### config.mk
export PLATFORM = sky130hd
export DESIGN_NAME = program_loader
export DESIGN_NICKNAME = d
export VERILOG_FILES = /design/src/rtl/program_loader_pkg.sv /design/src/rtl/program_loader.sv
export SDC_FILE = /design/constraint.sdc
export NUM_CORES = 1
export LEC_CHECK = 0
export BUFFER_PORTS_ARGS = -buffer_cell sky130_fd_sc_hd__buf_2
export CAP_MARGIN = 40
export CORE_MARGIN = 1
export CORE_UTILIZATION = 35
export CTS_BUF_LIST = sky130_fd_sc_hd__clkbuf_16
export DETAILED_ROUTE_END_ITERATION = 6
export PLACE_DENSITY = 0.51
export SYNTH_ARGS = -nofsm -noshare
export SYNTH_HDL_FRONTEND = slang
export SYNTH_SLANG_ARGS = --single-unit
### constraint.sdc
create_clock -name clock -period 3.9 [get_ports clock]
set_input_delay 0.39 -clock clock [delete_from_list [all_inputs] [get_ports clock]]
set_output_delay 0.39 -clock clock [all_outputs]
set_load 0.02 [all_outputs]
### src/rtl/program_loader_pkg.sv
// Shared definitions for the program loader.
//   loader_state_t     : load sequencing states
//   BYTES_PER_WORD     : bytes assembled into each program word (high byte first)
//   LENGTH_FIELD_BYTES : bytes in the leading word-count field (high byte first)
//   accepts_byte()     : states in which the loader consumes stream bytes
package program_loader_pkg;

    typedef enum logic [2:0] {
        IDLE,
        LEN_HI,
        LEN_LO,
        DATA_HI,
        DATA_LO,
        WRITE,
        DONE,
        ERROR
    } loader_state_t;

    localparam int BYTES_PER_WORD     = 2;
    localparam int LENGTH_FIELD_BYTES = 2;

    function automatic logic accepts_byte(input loader_state_t s);
        return (s == LEN_HI) || (s == LEN_LO) || (s == DATA_HI) || (s == DATA_LO);
    endfunction

endpackage

### src/rtl/program_loader.sv
// Program RAM writer. Takes a byte stream (length field, then program words,
// all high byte first) over a valid/ready handshake, writes each word into
// program RAM through the memory controller write path, and enables execution
// only once a complete, in-range image has been written.
//
// Ports:
//   clock, reset_n     : rising-edge clock, asynchronous active-low reset
//   start              : one-cycle pulse; begins a load from IDLE/DONE/ERROR
//   rx_data, rx_valid  : incoming byte and its valid flag
//   rx_ready           : loader takes a byte this cycle (registered)
//   mem_address        : write address to the memory controller
//   mem_data           : write data to the memory controller
//   mem_write          : write strobe, high for the single WRITE cycle
//   busy               : load in progress
//   done               : image loaded successfully
//   error              : length field exceeded MEMORY_DEPTH
//   execution_enable   : execution driver enable, follows done
//   words_written      : words written in the current/last load
module program_loader
    import program_loader_pkg::*;
#(
    parameter int ADDRESS_WIDTH = 16,
    parameter int DATA_WIDTH    = 16,
    parameter int MEMORY_DEPTH  = 64,
    parameter int BASE_ADDRESS  = 0
) (
    input  logic                     clock,
    input  logic                     reset_n,
    input  logic                     start,
    input  logic [7:0]               rx_data,
    input  logic                     rx_valid,
    output logic                     rx_ready,
    output logic [ADDRESS_WIDTH-1:0] mem_address,
    output logic [DATA_WIDTH-1:0]    mem_data,
    output logic                     mem_write,
    output logic                     busy,
    output logic                     done,
    output logic                     error,
    output logic                     execution_enable,
    output logic [ADDRESS_WIDTH-1:0] words_written
);

    localparam int                      LENGTH_WIDTH = 8 * LENGTH_FIELD_BYTES;
    localparam logic [LENGTH_WIDTH-1:0] MAX_LENGTH   = LENGTH_WIDTH'(MEMORY_DEPTH);

    loader_state_t            state;
    loader_state_t            next_state;
    logic [7:0]               length_hi;
    logic [7:0]               word_hi;
    logic [LENGTH_WIDTH-1:0]  remaining;
    logic [ADDRESS_WIDTH-1:0] address;
    logic [LENGTH_WIDTH-1:0]  length_field;
    logic                     transfer;
    logic                     start_load;

    // rx_ready is itself a function of state, so a transfer can only be
    // seen in the four byte-accepting states.
    assign transfer     = rx_valid && rx_ready;
    assign start_load   = start && (state == IDLE || state == DONE || state == ERROR);
    assign length_field = {length_hi, rx_data};

    // NOTE: every variable assigned in always_comb gets a default first, so
    // no path through the case leaves it unassigned and no latch is inferred.
    always_comb begin
        next_state = state;
        unique case (state)
            IDLE, DONE, ERROR: begin
                if (start_load) next_state = LEN_HI;
            end
            LEN_HI: begin
                if (transfer) next_state = LEN_LO;
            end
            LEN_LO: begin
                if (transfer) begin
                    if (length_field == '0)             next_state = DONE;
                    else if (length_field > MAX_LENGTH) next_state = ERROR;
                    else                                next_state = DATA_HI;
                end
            end
            DATA_HI: begin
                if (transfer) next_state = DATA_LO;
            end
            DATA_LO: begin
                if (transfer) next_state = WRITE;
            end
            WRITE: begin
                next_state = (remaining == LENGTH_WIDTH'(1)) ? DONE : DATA_HI;
            end
            default: next_state = IDLE;
        endcase
    end

    // Status outputs are registered from next_state so they line up exactly
    // with the state they describe and carry no decode glitches.
    // NOTE: sequential state uses non-blocking assignments so every flop
    // samples pre-edge values regardless of statement order.
    always_ff @(posedge clock or negedge reset_n) begin
        if (!reset_n) begin
            state            <= IDLE;
            rx_ready         <= 1'b0;
            mem_write        <= 1'b0;
            busy             <= 1'b0;
            done             <= 1'b0;
            error            <= 1'b0;
            execution_enable <= 1'b0;
        end else begin
            state            <= next_state;
            rx_ready         <= accepts_byte(next_state);
            mem_write        <= (next_state == WRITE);
            busy             <= !(next_state == IDLE || next_state == DONE || next_state == ERROR);
            done             <= (next_state == DONE);
            error            <= (next_state == ERROR);
            execution_enable <= (next_state == DONE);
        end
    end

    // Datapath. mem_address/mem_data are loaded only as WRITE is entered, so
    // they stay stable through WRITE and hold afterwards while the internal
    // address moves on to the next word.
    always_ff @(posedge clock or negedge reset_n) begin
        if (!reset_n) begin
            length_hi     <= '0;
            word_hi       <= '0;
            remaining     <= '0;
            address       <= '0;
            mem_address   <= '0;
            mem_data      <= '0;
            words_written <= '0;
        end else begin
            if (start_load) begin
                words_written <= '0;
            end
            unique case (state)
                LEN_HI: begin
                    if (transfer) length_hi <= rx_data;
                end
                LEN_LO: begin
                    if (transfer) begin
                        address   <= ADDRESS_WIDTH'(BASE_ADDRESS);
                        remaining <= length_field;
                    end
                end
                DATA_HI: begin
                    if (transfer) word_hi <= rx_data;
                end
                DATA_LO: begin
                    if (transfer) begin
                        mem_address <= address;
                        mem_data    <= DATA_WIDTH'({word_hi, rx_data});
                    end
                end
                WRITE: begin
                    address       <= address + 1'b1;
                    remaining     <= remaining - 1'b1;
                    words_written <= words_written + 1'b1;
                end
                default: ;
            endcase
        end
    end

endmodule

Word-level counts from Yosys, hierarchy flattened
Cells that the tools add are included.

Bits in registers: 104. Bits of input ports: 12.

Add/subtract/negate cells: 3. Order comparisons: 1. Eq/ne operators: 16. Mux-type cells: 15. Reductions and logical operators: 20.

Operators by type and width (count): two-way mux 16 bit (4); case mux 16 bit (2 select lines) (2); adder 16 x 1 -> 16 bit, second input constant (2); == test 3 bit, second input constant (8); two-way mux 3 bit (8); case mux 3 bit (6 select lines) (1); == test 16 x 1 -> 1 bit, second input constant (1); greater-than comparator 16 x 7 -> 1 bit, second input constant (1); zero test 16 bit (1); subtractor 16 x 1 -> 16 bit, second input constant (1); == test 3 x 2 -> 1 bit, second input constant (4); AND reduction 2 bit (4); logical OR 1 bit (7); == test 3 x 1 -> 1 bit, second input constant (2); zero test 3 bit (2); nonzero test 2 bit (2); OR reduction 3 bit (1); logical AND 1 bit (2); inequality test 2 bit, second input constant (1); zero test 1 bit (1).

Longest topological paths before layout
Depth in word-level cells: 10. Gate-level depth with buffers: 7.

Worst setup path before layout
Ideal clock, no wire load.

Path type: register to register. Start: register remaining[12]. End: register error. Arrival: 1992 ps. Data required time: 3756 ps. Path slack: 1764 ps. Cell stages (with the launch flop): 7. Buffers on the path: 1. Period minus slack after synthesis: 2136 ps. Path through: dfrtp_1 > or4_1 > buf_2 > or3_4 > or4_4 > o21a_1 > nor3b_1.

Cells in the longest elaborated chain, start to end: 4.

RTL lines: start, declared (RTL line program_loader.sv:50) `logic [LENGTH_WIDTH-1:0] remaining;`; start signal, assigned (RTL line program_loader.sv:140) `remaining <= length_field;`; start signal, assigned (RTL line program_loader.sv:154) `remaining <= remaining - 1'b1;`; == test 16 x 1 -> 1 bit (RTL line program_loader.sv:87) `next_state = (remaining == LENGTH_WIDTH'(1)) ? DONE : DATA_HI;`; two-way mux 3 bit (RTL line program_loader.sv:87); case mux 3 bit (6 select lines) (RTL line program_loader.sv:66) `unique case (state)`; named net next_state[0] (RTL line program_loader.sv:47) `loader_state_t next_state;`; == test 3 bit (RTL line program_loader.sv:112) `error <= (next_state == ERROR);`; end signal, assigned (RTL line program_loader.sv:112); end, declared (RTL line program_loader.sv:38) `output logic error,`.

The timed path passes the listed nets, and every way through them passes these cells. A chain may end at the register's enable or synchronous reset.

Worst setup path in the final report
Start: register state[0]. End: register remaining[11].

Cells in the longest elaborated chain, start to end: 3. Elaborated cells on any way between the ends: 6. Classes of those cells: 3 x eq/ne; 1 x mux; 2 x reduce/logical.

RTL lines: start, declared (RTL line program_loader.sv:46) `loader_state_t state;`; start signal, assigned (RTL line program_loader.sv:107) `state <= next_state;`; == test 3 x 2 -> 1 bit or == test 3 bit (tied branches) (RTL line program_loader.sv:133) `unique case (state)`; inequality test 2 bit (no line) or nonzero test 2 bit (tied branches); AND reduction 2 bit (no line).

Parallel ways exist; a longest one is shown, timed or not.

==> qor.yml <==
placed_design:
  placed_cell_area_sq_um: 5200
  gp_congestion: 0.768
  port_buffers: 65
  dpl.hpwl_mm: 7.11
worst_setup_path:
  cp_cell_sequence: "and3b_1 -> buf_4 -> nand4_1 -> or3_1 -> o311ai_0 -> o211ai_1"
  start_kind: "register"
  worst-path-buf-inv: 1
  crit_type: "reg -> reg"
  cp.arrival_ns: 2.67
  endpoint_kind: "register"
  cpPeakStageDelay_ns: 0.58
  cp_max_fo: 21
  cp_slowest_cell: "dfrtp_1"
  critPathTopFamily: "simple AND/OR/NAND/NOR gates"
  worstPathRequired_ns: 4.11
die:
  core_sq_um: 12800
  die_h_microns: 118
  boundaryPins: 66
  initial_core_util_pct: 36.4
  rows: 41
  die_width_microns: 118
  die-area_sq_um: 13800
grt:
  grt_max_degree: 42
  antenna_found_initial: 0
  track_usage_pct: 15.8
  grt_pass1_vias: 3374
  overflow: 0
  grt_pass1_wl_mm: 17.4
clocking:
  post_cts_resized: 0
  tritoncts: "done"
  h-tree-depth: 3
  insertion_delay_ns: 0.35
  numCtsBuffers: 9
  cts-root-buf: "clkbuf_16"
  ctsHoldBuffers: 0
  clockBufferDepth: 2
  clk_pin_slew_ns: 0.07
  cts_setup_buffers: 0
  clock-sinks: 104
sta:
  setup_viol: 0
  finalCriticalPeriod_ns: 2.46
  slew_viol_final: 0
  finalHoldViolations: 0
  grt_setup_unrepaired: "no"
  worst-slew-pin-transition_ns: 0.762
  holdWs_ns: 0.0249
  clock-skew-final_ns: 0.00847
  setup-tns-final_ns: 0
  relSlewSlack_pct: 49.2
  fin_crit_sh_pct: 63.0
  fmax_mhz: 407
routing:
  met3_length_microns: 405
  drt-met1-wl_mm: 4.94
  wire_per_inst_microns: 15.6
  routed_wl_mm: 10.3
  drtPass1Iterations: 4
  vias: 3468
  dr_wl_met2_mm: 4.67
  drtIter0Drc: 235
  vias_per_cell: 5.29
  drcViolationCount: 0
  ant_nets: 0
  top_layer_used: "met4"
layout:
  regArea_sq_um: 2600
  design_area_sq_um: 5500
  drive_above_1_share_pct: 29.1
  fin_nets: 495
  fin_util_pct: 42.8
  fill_cells: 1228
  multiInputGateArea_sq_um: 1980
  diodes: 0
  synthToLayoutAreaGrowth_pct: 17.6
synthesis:
  synth_cell_type_count: 50
  ys_async_sr_fraction_pct: 100
  ys_ff_latch: 104
  syn_nets: 432
  ys_seq_area_share_pct: 55.7
  synth_edf_count: 0
  avgSynthCellArea_sq_um: 11.2
  synth_area_sq_um: 4670
  ys.flop_type: "dfrtp_1"
  synth_cells: 416
  yosysWarnings: 0
run:
  drv_cap: 0
run_status:
  status: "finished clean"
min_path:
  hold_path.class: "in -> async"
power_and_ir_drop:
  ir_drop_mv: 0.367
  p_leak_nw: 2.46
  powerDensity_nw_per_um2: 728
  p_total_mw: 4.00
-- area by class of cell --
cell class,count,share of cell area (%)
Tap cell,172,3.92
Timing Repair Buffer,72,6.92
Sequential cell,104,47.4
Clock inverter,7,1.25
Multi-Input combinational cell,287,36.1
Clock buffer,9,4.10
Inverter,5,0.342
-- flip-flops by register name, indices dropped and copies added, names as in the netlist --
register / count
address: 16
execution_enable: 1
mem_address: 16
remaining: 16
mem_write: 1
words_written: 16
rx_ready: 1
state: 3
word_hi: 8
mem_data: 16
error: 1
busy: 1
length_hi: 8
-- worst paths after layout --
path,endpoint,cells past startpoint,start,slack [ns]
setup / recovery,remaining[11]$_DFFE_PN0P_,6,state[0]$_DFF_PN0_,1.44
setup reg to reg,remaining[11]$_DFFE_PN0P_,6,state[0]$_DFF_PN0_,1.44
max in group asynchronous,mem_address[8]$_DFFE_PN0P_,2,reset_n,2.97
hold / removal,words_written[15]$_DFFE_PN0P_,1,reset_n,0.02
min in group clock,word_hi[2]$_DFFE_PN0P_,2,rx_data[2],0.36
hold reg to reg,words_written[15]$_DFFE_PN0P_,1,words_written[15]$_DFFE_PN0P_,0.48
-- where the power goes --
group          leakage [nW]  switching, mW  internal (mW)  total (mW)
combinational         0.990          0.710          0.575        1.29
sequential             1.32          0.335           1.48        1.82
clock                 0.149          0.402          0.499       0.901
total                  2.46           1.45           2.55        4.00
-- cells in the final DEF, fill, tap and decap left out, types with 2 or more instances in the layout --
cell type and count:
dfrtp_1 104, buf_2 64, mux2_2 48, nand2_1 41, o21ai_0 32, nor2_1 22, nand3_1 21, o211ai_1 18
o31ai_1 10, clkbuf_16 9, mux2i_1 8, nand4_1 8, buf_4 8, or3_1 7, o311ai_0 7, a31oi_1 6
inv_1 6, and3_1 6, nor3_1 5, a21oi_1 5, nor4_1 4, ha_1 4, and2_1 3, nand3b_1 3
inv_6 3, nand2b_1 2, and3b_1 2, or3_4 2
-- stage by stage --
stage                     setup WS (ns)  cells
after global placement             1.54    639
after CTS                          1.46    656
after floorplan                    1.76    416
after detailed placement           1.44    640
final                              1.44    656
after global routing               1.21    656
-- layer usage --
| layer | track usage, % | vias up |
|---|---|---|
| li1 | - | 1673 |
| met1 | 21.2 | 1702 |
| met2 | 24.7 | 74 |
| met3 | 3.54 | 19 |
| met4 | 6.73 | 0 |
| met5 | 0 | - |
-- logic make-up (layout without fill, tap and decap cells) --
logic type | count (synthesis) | after routing | synth area share, %
buffers and inverters | 25 | 93 | 2.14
DFF | 104 | 104 | 55.7
and+or+nand+nor | 135 | 135 | 14.8
AOI/OAI and AO/OA | 92 | 92 | 13.0
adders and majority gates | 4 | 4 | 1.07
muxes | 56 | 56 | 13.3
-- Yosys cell counts (2+ instances only) --
library cell | n | area [sq um]
nor2_1 | 22 | 82.6
and2_1 | 3 | 18.8
nand4_1 | 8 | 50.1
buf_2 | 2 | 10.0
nand3b_1 | 3 | 22.5
nand2b_1 | 2 | 12.5
a31oi_1 | 6 | 37.5
dfrtp_1 | 104 | 2600
a21oi_1 | 5 | 25.0
nor3_1 | 6 | 30.0
o31ai_1 | 10 | 75.1
nand2_1 | 41 | 154
and3_1 | 6 | 37.5
and3b_1 | 2 | 17.5
nand3_1 | 21 | 105
inv_1 | 5 | 18.8
mux2i_1 | 8 | 80.1
o211ai_1 | 18 | 135
nor4_1 | 4 | 25.0
clkbuf_1 | 16 | 60.1
o311ai_0 | 7 | 61.3
o21ai_0 | 32 | 160
or3_1 | 7 | 43.8
mux2_2 | 48 | 541
or3_4 | 2 | 22.5
ha_1 | 4 | 50.1
Power figures use the tool's default switching activity.
